==> config.mk <==
export PLATFORM = sky130hd
export DESIGN_NAME = sram_arbiter_flat
export DESIGN_NICKNAME = d
export VERILOG_FILES = /design/src/rtl/slc_mem_pkg.sv /design/src/rtl/sram_arbiter_if.sv /design/src/rtl/mem_req_arb.sv /design/src/rtl/sram_arbiter.sv /design/src/flat_wrapper.sv
export SDC_FILE = /design/constraint.sdc
export NUM_CORES = 1
export LEC_CHECK = 0
export CORE_ASPECT_RATIO = 0.75
export CORE_MARGIN = 1.5
export CORE_UTILIZATION = 35
export DETAILED_ROUTE_END_ITERATION = 8
export PLACE_DENSITY = 0.76
export SYNTH_ARGS = -nofsm -noshare
export SYNTH_HDL_FRONTEND = slang
export SYNTH_SLANG_ARGS = --single-unit
==> constraint.sdc <==
create_clock -name Clk -period 1.9 [get_ports Clk]
set_input_delay 0.38 -clock Clk [delete_from_list [all_inputs] [get_ports Clk]]
set_output_delay 0.38 -clock Clk [all_outputs]
set_load 0.005 [all_outputs]
==> src/rtl/slc_mem_pkg.sv <==
// Shared types and constants for the SLC-3 external SRAM path.
// Used by the arbiter, its grant selector and the requester bus.
package slc_mem_pkg;

  typedef enum logic [1:0] {
    IDLE,
    ACCESS,
    DONE
  } sram_state_t;

  localparam int SLC_ADDR_W = 20;
  localparam int SLC_DATA_W = 16;

  localparam logic PORT_CPU = 1'b0;
  localparam logic PORT_IO  = 1'b1;

endpackage

==> src/rtl/sram_arbiter_if.sv <==
// Two-port requester bus into the SRAM arbiter.
// master = requesters (CPU / IO), slave = arbiter.
interface sram_arbiter_if
  import slc_mem_pkg::*;
#(
  parameter int ADDR_W = SLC_ADDR_W,
  parameter int DATA_W = SLC_DATA_W
);

  logic [1:0]        req;
  logic [1:0]        we;
  logic [1:0]        be0;
  logic [1:0]        be1;
  logic [ADDR_W-1:0] addr0;
  logic [ADDR_W-1:0] addr1;
  logic [DATA_W-1:0] wdata0;
  logic [DATA_W-1:0] wdata1;
  logic [1:0]        gnt;
  logic [1:0]        rdy;
  logic [DATA_W-1:0] rdata;

  modport master (
    output req, we, be0, be1,
    output addr0, addr1,
    output wdata0, wdata1,
    input  gnt, rdy, rdata
  );

  modport slave (
    input  req, we, be0, be1,
    input  addr0, addr1,
    input  wdata0, wdata1,
    output gnt, rdy, rdata
  );

endinterface

==> src/rtl/mem_req_arb.sv <==
// Combinational grant select for the SRAM arbiter.
// SRAM_ARB_RR_EN selects round-robin, else fixed priority to port 0.
module mem_req_arb
  import slc_mem_pkg::*;
(
  input  logic [1:0] i_req,
`ifdef SRAM_ARB_RR_EN
  input  logic       i_last_grant,
`endif
  output logic       o_valid,
  output logic       o_port
);

  always_comb begin
    o_valid = |i_req;
    o_port  = PORT_CPU;
    unique case (1'b1)
`ifdef SRAM_ARB_RR_EN
      (i_req == 2'b11): o_port = ~i_last_grant;
`else
      (i_req == 2'b11): o_port = PORT_CPU;
`endif
      (i_req == 2'b10): o_port = PORT_IO;
      default:          o_port = PORT_CPU;
    endcase
  end

endmodule

==> src/rtl/sram_arbiter.sv <==
// Two-port arbiter and strobe sequencer for the async 16-bit SRAM.
// Define SRAM_ARB_RR_EN for round-robin arbitration.
module sram_arbiter
  import slc_mem_pkg::*;
#(
  parameter int WAIT_CYCLES = 2,
  parameter int ADDR_W      = SLC_ADDR_W,
  parameter int DATA_W      = SLC_DATA_W
) (
  input  logic              Clk,
  input  logic              Reset,
  sram_arbiter_if.slave     bus,
  output logic              CE,
  output logic              UB,
  output logic              LB,
  output logic              OE,
  output logic              WE,
  output logic [ADDR_W-1:0] A,
  output logic [DATA_W-1:0] Data_out,
  output logic              Data_oe,
  input  logic [DATA_W-1:0] Data_in
);

  localparam logic [3:0] CNT_INIT = 4'(WAIT_CYCLES - 1);

  sram_state_t       r_state;
  logic [3:0]        r_cnt;
  logic              r_port;
  logic              r_we;
  logic [1:0]        r_gnt;
  logic [1:0]        r_rdy;
  logic [DATA_W-1:0] r_rdata;
  logic              r_ce;
  logic              r_ub;
  logic              r_lb;
  logic              r_oe;
  logic              r_we_n;
  logic [ADDR_W-1:0] r_a;
  logic [DATA_W-1:0] r_dout;
  logic              r_doe;

  logic              w_valid;
  logic              w_port;
  logic              w_we;
  logic [1:0]        w_be;
  logic [ADDR_W-1:0] w_addr;
  logic [DATA_W-1:0] w_wdata;

`ifdef SRAM_ARB_RR_EN
  logic r_last_grant;

  mem_req_arb u_arb (
    .i_req        (bus.req),
    .i_last_grant (r_last_grant),
    .o_valid      (w_valid),
    .o_port       (w_port)
  );
`else
  mem_req_arb u_arb (
    .i_req   (bus.req),
    .o_valid (w_valid),
    .o_port  (w_port)
  );
`endif

  assign w_we    = w_port ? bus.we[1] : bus.we[0];
  assign w_be    = w_port ? bus.be1   : bus.be0;
  assign w_addr  = w_port ? bus.addr1 : bus.addr0;
  assign w_wdata = w_port ? bus.wdata1 : bus.wdata0;

  always_ff @(posedge Clk or negedge Reset) begin
    if (!Reset) begin
      r_state <= IDLE;
      r_cnt   <= '0;
      r_port  <= PORT_CPU;
      r_we    <= 1'b0;
      r_gnt   <= '0;
      r_rdy   <= '0;
      r_rdata <= '0;
      r_ce    <= 1'b1;
      r_ub    <= 1'b1;
      r_lb    <= 1'b1;
      r_oe    <= 1'b1;
      r_we_n  <= 1'b1;
      r_a     <= '0;
      r_dout  <= '0;
      r_doe   <= 1'b0;
`ifdef SRAM_ARB_RR_EN
      r_last_grant <= PORT_IO;
`endif
    end else begin
      unique case (r_state)
        IDLE: begin
          if (w_valid) begin
            r_port  <= w_port;
            r_we    <= w_we;
            r_a     <= w_addr;
            r_dout  <= w_wdata;
            r_gnt   <= w_port ? 2'b10 : 2'b01;
            r_cnt   <= CNT_INIT;
            // strobes go live on the same edge so ACCESS is W cycles
            r_ce    <= 1'b0;
            r_ub    <= ~w_be[1];
            r_lb    <= ~w_be[0];
            r_oe    <= w_we;
            r_we_n  <= ~w_we;
            r_doe   <= w_we;
            r_state <= ACCESS;
`ifdef SRAM_ARB_RR_EN
            r_last_grant <= w_port;
`endif
          end
        end
        ACCESS: begin
          if (r_cnt == 4'd0) begin
            if (!r_we) r_rdata <= Data_in;
            r_ce    <= 1'b1;
            r_ub    <= 1'b1;
            r_lb    <= 1'b1;
            r_oe    <= 1'b1;
            r_we_n  <= 1'b1;
            r_rdy   <= r_port ? 2'b10 : 2'b01;
            r_state <= DONE;
          end else begin
            r_cnt <= r_cnt - 4'd1;
          end
        end
        DONE: begin
          r_rdy   <= '0;
          r_gnt   <= '0;
          r_doe   <= 1'b0;
          r_state <= IDLE;
        end
        default: r_state <= IDLE;
      endcase
    end
  end

  assign bus.gnt   = r_gnt;
  assign bus.rdy   = r_rdy;
  assign bus.rdata = r_rdata;

  assign CE       = r_ce;
  assign UB       = r_ub;
  assign LB       = r_lb;
  assign OE       = r_oe;
  assign WE       = r_we_n;
  assign A        = r_a;
  assign Data_out = r_dout;
  assign Data_oe  = r_doe;

endmodule

==> src/flat_wrapper.sv <==
// flat-port wrapper written by rule: the top's interface ports become plain ports
module sram_arbiter_flat import slc_mem_pkg::*;
#(
  parameter int WAIT_CYCLES = 2,
  parameter int ADDR_W      = SLC_ADDR_W,
  parameter int DATA_W      = SLC_DATA_W
)
  (Clk, Reset, CE, UB, LB, OE, WE, A, Data_out, Data_oe, Data_in, bus_req, bus_we, bus_be0, bus_be1, bus_addr0, bus_addr1, bus_wdata0, bus_wdata1, bus_gnt, bus_rdy, bus_rdata);
  sram_arbiter_if #(.ADDR_W(ADDR_W), .DATA_W(DATA_W)) bus_i ();
  input  logic Clk;
  input  logic Reset;
  output logic CE;
  output logic UB;
  output logic LB;
  output logic OE;
  output logic WE;
  output logic [ADDR_W-1:0] A;
  output logic [DATA_W-1:0] Data_out;
  output logic Data_oe;
  input  logic [DATA_W-1:0] Data_in;
  input wire logic [$bits(bus_i.req)-1:0] bus_req;
  input wire logic [$bits(bus_i.we)-1:0] bus_we;
  input wire logic [$bits(bus_i.be0)-1:0] bus_be0;
  input wire logic [$bits(bus_i.be1)-1:0] bus_be1;
  input wire logic [$bits(bus_i.addr0)-1:0] bus_addr0;
  input wire logic [$bits(bus_i.addr1)-1:0] bus_addr1;
  input wire logic [$bits(bus_i.wdata0)-1:0] bus_wdata0;
  input wire logic [$bits(bus_i.wdata1)-1:0] bus_wdata1;
  output wire logic [$bits(bus_i.gnt)-1:0] bus_gnt;
  output wire logic [$bits(bus_i.rdy)-1:0] bus_rdy;
  output wire logic [$bits(bus_i.rdata)-1:0] bus_rdata;
  assign bus_i.req = bus_req;
  assign bus_i.we = bus_we;
  assign bus_i.be0 = bus_be0;
  assign bus_i.be1 = bus_be1;
  assign bus_i.addr0 = bus_addr0;
  assign bus_i.addr1 = bus_addr1;
  assign bus_i.wdata0 = bus_wdata0;
  assign bus_i.wdata1 = bus_wdata1;
  assign bus_gnt = bus_i.gnt;
  assign bus_rdy = bus_i.rdy;
  assign bus_rdata = bus_i.rdata;
  sram_arbiter #(.WAIT_CYCLES(WAIT_CYCLES), .ADDR_W(ADDR_W), .DATA_W(DATA_W)) u_core (.Clk(Clk), .Reset(Reset), .bus(bus_i), .CE(CE), .UB(UB), .LB(LB), .OE(OE), .WE(WE), .A(A), .Data_out(Data_out), .Data_oe(Data_oe), .Data_in(Data_in));
endmodule
==> flow_summary.yaml, run 1 <==
synth:
  synth_edf_count: 0
  ys_dominant_reg_cell: "dfrtp_1"
  netlist_instances: 240
  ys_ff_latch: 70
  synthXorXnorAreaFrac: 0
  muxShareOfSynthArea: 0.0739
  syn_area_per_cell_um2: 12.6
  synth.distinct_cells: 35
  yosysWarnings: 0
  synthSimpleGateAreaFrac: 0.137
  yosys.area_share.adder: 0.00415
  synth-async-reset-ratio: 1.00
  syn_area_mm2: 0.00301
  synth_fp_nets: 339
  seq_area_frac_synth: 0.583
  synth_top_family_by_area: "compound AO/OA/AOI/OAI gates"
  synth-compound-area-share: 0.166
global_routing:
  grt_usage: 0.197
  grt.overflow.total: 0
  grt_max_degree: 31
  grt_pass1_vias: 2793
  antenna_found_initial: 0
  grt_pass1_wl_um: 13900
setup_path:
  end_kind: "flip-flop"
  crit_fanout: 16
  crit_type: "flip-flop to flip-flop"
  r2r_slack_ns: 0.06
  startpoint_type: "flip-flop"
  critPathArrivalTime_ns: 2.04
  cp_top_family: "simple AND/OR/NAND/NOR gates"
  cp_slowest_cell: "or3b_4"
  crit_chain: "inv_1, ha_2, or3b_4, nor3_4, buf_12, mux2_2"
  cp_num_buf_inv: 2
  crit_required_ns: 2.10
  worst_path_largest_cell_delay_ns: 0.40
route:
  drtIter0Drc: 176
  antenna_left: 0
  drtPass1Iterations: 4
  postRouteWirelength_um: 8750
  vias: 2698
  wl_per_cell_um: 16.8
  drc: 0
  viasPerCell: 5.17
pwr:
  vdd_ir_drop_max_v: 0.000747
  p_switching_mw: 2.32
  pwr-share-clk: 0.197
  p_leak_nw: 2.28
  pwr-share-comb: 0.454
  power.share.sequential: 0.349
  intPower_mw: 5.44
  switching_share: 0.299
  power_density_mw_per_mm2: 1510
timing:
  rsz0062_at_grt: "yes"
  drv_slew: 0
  worstMarginPinSlew_ns: 0.470
  finalClockSkew_ns: 0.00538
  hold_viol: 0
  setup_violations: 0
  slew_headroom: 0.686
  finalCritPeriodShare: 0.968
  fmax_mhz: 544
  min_period_ns: 1.84
clock_network:
  cts_root_buf: "clkbuf_16"
  post_cts_buffers: 0
  cts_hold_buf: 0
  clock_latency_ns: 0.32
  clockBufferDepth: 2
  cts_buffers: 9
  clkSlewWorstSetupHoldPaths_ns: 0.05
  clock-sinks: 70
  cts_tree: "built"
  htreeDepth: 3
floorplan:
  die_h_um: 83.4
  ioPinCount: 160
  initial_utilization: 0.358
  row_count: 29
  die_w_um: 110
  core_area_mm2: 0.00842
  die_area_mm2: 0.00918
final_layout:
  diodes: 0
  fin_util: 0.609
  drive_above_1_share: 0.155
  area_growth_pct: 70.2
  nets: 508
  fin_area_mm2: 0.00513
  num-fill-cells: 691
placement:
  place_congestion: 0.812
  io_buffer_count: 159
  hpwl_um: 6390
  post_dp_cell_area_mm2: 0.00485
job:
  drv_cap: 0
hold_path:
  min_path_type: "input pin to async pin"
run_status:
  status: "complete, no violations"
==> cells by family after synthesis <==
logic type | Yosys count
AO/OA/AOI/OAI | 58
adder cells (fa/ha/maj) | 1
buffers and inverters | 24
flip-flops | 70
multiplexers | 20
AND/OR/NAND/NOR | 67
==> what timing repair did <==
item                                    in CTS  in global routing
endpoints found under the setup margin       0                 16
endpoints found under the hold margin        0                  0
resized for setup                            0                  2
==> power by group through the flow <==
stage          Clock, mW  Combinational, mW  Sequential, mW
2_1_floorplan          0               1.50            2.70
3_3_place_gp           0               3.43            2.71
3_5_place_dp           0               3.55            2.70
4_1_cts             1.57               3.56            2.71
5_1_grt             1.63               3.84            2.81
6_report            1.53               3.52            2.71
==> metal layers <==
| metal | track usage | vias to the layer above | share of wire |
|---|---|---|---|
| li1 | - | 1263 | - |
| met1 | 0.262 | 1315 | 0.44 |
| met2 | 0.308 | 103 | 0.46 |
| met3 | 0.0549 | 17 | 0.074 |
| met4 | 0.0688 | 0 | 0.020 |
| met5 | 0 | - | 0 |
==> final timing paths <==
kind / start / to / cells after the start
hold / removal: Reset / u_core.r_we / 1
setup / recovery: u_core.r_cnt[1] / u_core.bus.rdata[14] / 6
min in group Clk: u_core.bus.rdata[15] / u_core.bus.rdata[15] / 1
setup reg to reg: u_core.r_cnt[1] / u_core.bus.rdata[14] / 6
hold reg to reg: u_core.bus.rdata[15] / u_core.bus.rdata[15] / 1
max in group asynchronous: Reset / u_core.Data_out[15] / 2
==> cells in the final DEF (no fill, tap or decap), types with 3 or more instances in the layout <==
| cell | synthesis | final |
|---|---|---|
| buf_4 | 0 | 14 |
| dfstp_2 | 5 | 5 |
| dfrtp_1 | 65 | 65 |
| nand2_1 | 5 | 5 |
| clkbuf_1 | 14 | 3 |
| nor2_1 | 7 | 6 |
| clkbuf_16 | 0 | 9 |
| and3_1 | 36 | 36 |
| inv_1 | 4 | 4 |
| nand3_1 | 3 | 3 |
| nand2b_1 | 3 | 3 |
| o21ai_0 | 5 | 5 |
| a21oi_1 | 4 | 4 |
| mux2_2 | 18 | 18 |
| a221o_1 | 36 | 36 |
| buf_12 | 0 | 5 |
| clkdlybuf4s50_1 | 0 | 158 |
| a21o_1 | 3 | 3 |
==> sequential cells by signal, indices dropped and copies added, names as in the netlist <==
register / flops
u_core.CE: 1
u_core.r_state: 2
u_core.r_we: 1
u_core.UB: 1
u_core.r_cnt: 4
u_core.bus.rdata: 16
u_core.Data_out: 16
u_core.bus.rdy: 2
u_core.Data_oe: 1
u_core.WE: 1
u_core.bus.gnt: 2
u_core.LB: 1
u_core.OE: 1
u_core.A: 20
u_core.r_port: 1
==> stage by stage <==
step,hold WS (ns),cells,worst slack [ns],TNS (ns),total power [mW]
after floorplan,0.0844,240,-0.0445,-0.445,4.20
after detailed placement,0.367,506,-0.0190,-0.115,6.26
after global placement,0.362,506,0.0245,0,6.14
final,0.00741,522,0.0617,0,7.76
after global routing,0.0412,522,-0.0189,-0.103,8.27
after CTS,0.0139,522,0.0339,0,7.84
==> area by class of cell <==
type                       count  area, um^2  area share
clock buffer                  14         264      0.0515
clock inverter                 2        10.0     0.00195
inverter                       4        15.0     0.00293
multi-input combinational    146        1160       0.225
sequential                    70        1760       0.343
tap                          108         135      0.0263
timing repair buffer         178        1790       0.349
==> synthesized netlist by cell type, drive strengths merged (2+ instances only) <==
cell | n | share of area
a21o | 3 | 0.0075
or2 | 2 | 0.0042
nor2b | 2 | 0.0042
nand3 | 3 | 0.0050
nor2 | 7 | 0.0087
mux2 | 18 | 0.067
nor3 | 3 | 0.012
dfstp | 5 | 0.044
and3 | 36 | 0.075
a221oi | 2 | 0.0058
clkbuf | 14 | 0.017
a31oi | 2 | 0.0042
a221o | 36 | 0.12
inv | 4 | 0.0050
buf | 6 | 0.013
a21oi | 4 | 0.0066
nand2 | 5 | 0.0062
dfrtp | 65 | 0.54
mux2i | 2 | 0.0066
o21ai | 5 | 0.0083
nand2b | 3 | 0.0062
o22ai | 2 | 0.0042
==> worst reg2reg max path, delay by kind of cell, from the launching register on <==
| family | cells | cell delay, ns |
|---|---|---|
| and+or+nand+nor | 2 | 0.56 |
| DFF | 1 | 0.38 |
| muxes | 1 | 0.34 |
| buffers and inverters | 2 | 0.25 |
| adders and majority gates | 1 | 0.18 |
Power figures use the tool's default switching activity.
==> inputs of run 2 (changes only) <==
--- a/config.mk
+++ b/config.mk
@@ -5,7 +5,7 @@
 export SDC_FILE = /design/constraint.sdc
 export NUM_CORES = 1
 export LEC_CHECK = 0
-export CORE_ASPECT_RATIO = 0.75
+export CORE_ASPECT_RATIO = 0.8
 export CORE_MARGIN = 1.5
 export CORE_UTILIZATION = 35
 export DETAILED_ROUTE_END_ITERATION = 8
==> run 2 against run 1 <==
First-iteration DRC count grew 9.1%; highest routed layer unchanged; sequential power hardly changed; routed wire length rose by 1.9%; critical path depth unchanged; utilization is 0.64 points lower.
==> flow_summary.yaml, run 2 (synthesis results as in run 1) <==
run_status:
  status: "complete, no violations"
setup_path:
  cp_num_buf_inv: 2
  end_kind: "flip-flop"
  crit_chain: "inv_1, ha_2, or3b_4, nor3_4, buf_12, mux2_2"
  startpoint_type: "flip-flop"
  crit_required_ns: 2.14
  cp_top_family: "simple AND/OR/NAND/NOR gates"
  cp_slowest_cell: "dfrtp_1"
  worst_path_largest_cell_delay_ns: 0.41
  crit_fanout: 16
  critPathArrivalTime_ns: 2.08
  crit_type: "flip-flop to flip-flop"
clock_network:
  cts_root_buf: "clkbuf_8"
  post_cts_buffers: 0
  clkSlewWorstSetupHoldPaths_ns: 0.08
  htreeDepth: 3
  clock-sinks: 70
  cts_tree: "built"
  cts_buffers: 9
  clock_latency_ns: 0.35
  clockBufferDepth: 2
timing:
  worstMarginPinSlew_ns: 0.539
  finalHoldWorstSlack_ns: 0.0466
  drv_slew: 0
  hold_viol: 0
  fmax_mhz: 542
  finalClockSkew_ns: 0.0104
  min_period_ns: 1.84
  rsz0062_at_grt: "yes"
  setup_violations: 0
  finalCritPeriodShare: 0.970
  slew_headroom: 0.640
global_routing:
  antenna_found_initial: 0
  grt.overflow.total: 0
  grt_pass1_vias: 2817
  grt_usage: 0.202
  grt_max_degree: 42
  grt_pass1_wl_um: 14300
final_layout:
  layout_common_cells: "clkdlybuf4s50_1 (158), dfrtp_1 (65), and3_1 (36), a221o_1 (36), mux2_2 (17)"
  nets: 507
  diodes: 0
  mostFrequentLayoutCell: "clkdlybuf4s50_1"
  fin_area_mm2: 0.00507
  largest_reg_flops: 20
  drive_above_1_share: 0.160
  area_growth_pct: 68.2
pwr:
  pwr-share-clk: 0.188
  power.share.sequential: 0.352
  p_switching_mw: 2.33
  switching_share: 0.304
  intPower_mw: 5.33
  vdd_ir_drop_max_v: 0.000767
  p_leak_nw: 2.25
  pwr-share-comb: 0.460
  power_density_mw_per_mm2: 1510
route:
  drc: 0
  drtPass1Iterations: 4
  viasPerCell: 5.25
  antenna_left: 0
  wl_per_cell_um: 17.0
  vias: 2749
  drtIter0Drc: 192
  postRouteWirelength_um: 8910
placement:
  hpwl_um: 6380
  place_congestion: 0.844
  io_buffer_count: 159
  post_dp_cell_area_mm2: 0.00482
floorplan:
  core_area_mm2: 0.00841
  die_area_mm2: 0.00918
  row_count: 30
  initial_utilization: 0.358
  die_h_um: 86
  ioPinCount: 160
  die_w_um: 107
job:
  drv_cap: 0
hold_path:
  min_path_type: "input pin to async pin"
[run 2: per-stage QoR]
stage / worst slack, ns / util / instances / power (mW) / TNS, ns
after floorplan: -0.0445 / - / 240 / 4.20 / -0.445
after global placement: 0.00662 / 0.574 / 509 / 6.12 / 0
after detailed placement: -0.0317 / 0.574 / 509 / 6.22 / -0.0496
after CTS: 0.0359 / 0.602 / 524 / 7.70 / 0
after global routing: -0.0160 / 0.603 / 524 / 8.16 / -0.0684
final: 0.0562 / 0.603 / 524 / 7.66 / 0
[run 2: final timing paths]
kind | start | endpoint | slack [ns] | cells past startpoint
worst min register to register | u_core.r_port | u_core.bus.rdy[0] | 0.51 | 1
min in group Clk | u_core.r_port | u_core.bus.rdy[0] | 0.51 | 1
worst max-delay path | u_core.r_cnt[0] | u_core.bus.rdata[11] | 0.06 | 6
worst min-delay path | Reset | u_core.bus.rdata[5] | 0.05 | 2
worst max register to register | u_core.r_cnt[0] | u_core.bus.rdata[11] | 0.06 | 6
max in group asynchronous | Reset | u_core.OE | 1.40 | 2
[run 2: final cells by class]
| class | count | area [um^2] |
|---|---|---|
| clock inverters | 6 | 111 |
| inverters | 4 | 15.0 |
| fillers | 701 | 3340 |
| multi-input cells | 146 | 1160 |
| flip-flops and latches | 70 | 1760 |
| clock buffers | 9 | 124 |
| repair buffers | 177 | 1760 |
| well taps | 112 | 140 |
[run 2: layer usage]
metal	part of all wire	vias up	track usage	routed length (um)
li1	-	1260	-	-
met1	0.45	1356	0.274	3990
met2	0.46	119	0.308	4060
met3	0.082	14	0.0669	734
met4	0.014	0	0.0594	125
met5	0	-	0	0
[run 2: power by group through the flow]
| stage | Sequential [mW] | Combinational (mW) | Clock (mW) |
|---|---|---|---|
| finish | 2.69 | 3.52 | 1.44 |
| detailed placement | 2.70 | 3.53 | 0 |
| global placement | 2.70 | 3.42 | 0 |
| global route | 2.79 | 3.82 | 1.56 |
| floorplan | 2.70 | 1.50 | 0 |
| CTS | 2.69 | 3.53 | 1.48 |
[run 2: repair_timing]
action / CTS / global route
gates resized for setup: 0 / 4
endpoints found under the setup margin: 0 / 18
hold buffers: 0 / 0
==> inputs of run 3 (changes only) <==
--- a/config.mk
+++ b/config.mk
@@ -10,6 +10,7 @@
 export CORE_UTILIZATION = 35
 export DETAILED_ROUTE_END_ITERATION = 8
 export PLACE_DENSITY = 0.76
+export SKIP_LAST_GASP = 1
 export SYNTH_ARGS = -nofsm -noshare
 export SYNTH_HDL_FRONTEND = slang
 export SYNTH_SLANG_ARGS = --single-unit
==> run 3 against run 2 <==
Sequential cell count unchanged; worst setup slack got worse by 0.0025 ns; clock skew shrank 0.00053 ns; utilization fell by 0.074 points; first-iteration DRC count shrank 8.9%; via count rose by 1.0%; die area unchanged; clock power about the same; power shrank 0.13%; register-to-register slack hardly changed; routed wire length is 0.13% higher; critical path depth did not move; critical endpoint is now u_core.bus.rdata[1].
==> flow_summary.yaml, run 3 (synthesis results as in run 1) <==
run_status:
  status: "complete, no violations"
setup_path:
  crit_required_ns: 2.13
  worstReg2RegEnd: "u_core.bus.rdata[1]"
  startpoint_type: "flip-flop"
  regToRegStartpoint: "u_core.r_cnt[0]"
  crit_end: "u_core.bus.rdata[1]"
  cp-startpoint: "u_core.r_cnt[0]"
  crit_fanout: 16
  r2r_slack_ns: 0.05
  rr_worst_depth: 6
  end_kind: "flip-flop"
  critPathArrivalTime_ns: 2.08
  crit_type: "flip-flop to flip-flop"
route:
  vias: 2777
  drtPass1Iterations: 5
  drtIter0Drc: 175
  wl_per_cell_um: 17.0
  viasPerCell: 5.30
  drc: 0
  antenna_left: 0
  postRouteWirelength_um: 8920
final_layout:
  fin_util: 0.602
  fin_area_mm2: 0.00506
  drive_above_1_share: 0.158
  nets: 507
  area_growth_pct: 68.0
  largest_reg_flops: 20
  final_cells: 524
  layout_common_cells: "clkdlybuf4s50_1 (158), dfrtp_1 (65), and3_1 (36), a221o_1 (36), mux2_2 (18)"
  diodes: 0
  mostFrequentLayoutCell: "clkdlybuf4s50_1"
timing:
  worstMarginPinSlew_ns: 0.541
  tns_ns: 0
  drv_slew: 0
  setup_violations: 0
  min_period_ns: 1.85
  finalClockSkew_ns: 0.00982
  finalCritPeriodShare: 0.972
  hold_viol: 0
  fmax_mhz: 542
  slew_headroom: 0.639
  rsz0062_at_grt: "yes"
global_routing:
  grt_usage: 0.202
  grt_max_degree: 42
  grt_pass1_wl_um: 14300
  grt.overflow.total: 0
  grt_pass1_vias: 2817
  antenna_found_initial: 0
placement:
  place_congestion: 0.844
  hpwl_um: 6380
  io_buffer_count: 159
  dp.cells: 509
  post_dp_cell_area_mm2: 0.00482
clock_network:
  clkSlewWorstSetupHoldPaths_ns: 0.08
  cts_tree: "built"
  clockBufferDepth: 2
  htreeDepth: 3
  cts_root_buf: "clkbuf_8"
  post_cts_buffers: 0
  clock_latency_ns: 0.35
  cts_hold_buf: 0
  clock-sinks: 70
  cts_buffers: 9
pwr:
  vdd_ir_drop_max_v: 0.000771
  p_total_mw: 7.65
  p_leak_nw: 2.25
  power_density_mw_per_mm2: 1510
floorplan:
  core_area_mm2: 0.00841
  die_area_mm2: 0.00918
  die_w_um: 107
  initial_utilization: 0.358
  ioPinCount: 160
  die_h_um: 86
  row_count: 30
job:
  drv_cap: 0
hold_path:
  min_path_type: "input pin to async pin"
run 3: critical path: stages (launching register included):
cell	delay, ns
dfrtp_1	0.41
inv_1	0.07
ha_1	0.17
or3b_4	0.41
nor3_4	0.15
buf_12	0.18
mux2_2	0.34
run 3: timing repair:
item,4_1_cts,5_1_grt
endpoints found under the hold margin,0,0
endpoints found under the setup margin,0,18
resized for setup,0,2
run 3: worst min-delay path by stage:
stage	from	slack, ns	to
after floorplan	Reset	0.08	u_core.A[0]
after detailed placement	Reset	0.43	u_core.bus.rdata[0]
final	Reset	0.05	u_core.bus.rdata[5]
after global routing	Reset	0.07	u_core.bus.rdata[5]
after CTS	Reset	0.05	u_core.bus.rdata[5]
after global placement	Reset	0.43	u_core.bus.rdata[0]
run 3: stage by stage:
stage / hold WS (ns) / worst slack [ns]
after floorplan: 0.0844 / -0.0445
after global placement: 0.427 / 0.00662
after detailed placement: 0.432 / -0.0317
after CTS: 0.0477 / 0.0359
after global routing: 0.0696 / -0.0241
final: 0.0485 / 0.0537
run 3: metal layers:
layer	GRT usage	vias up	routed length, um
li1	-	1259	-
met1	0.274	1371	3970
met2	0.308	131	4060
met3	0.0669	16	760
met4	0.0594	0	132
met5	0	-	0
run 3: where the power goes:
group          switching [mW]  internal [mW]  total, mW
logic                    1.30           2.21       3.51
clock network           0.575          0.864       1.44
registers               0.454           2.24       2.69
total                    2.33           5.32       7.65
run 3: final cells by class:
cell class,count,area [um^2]
timing repair buffer,177,1760
tap,112,140
inverter,4,15.0
fill,701,3340
multi-input combinational,146,1160
clock buffer,9,124
sequential,70,1760
clock inverter,6,111
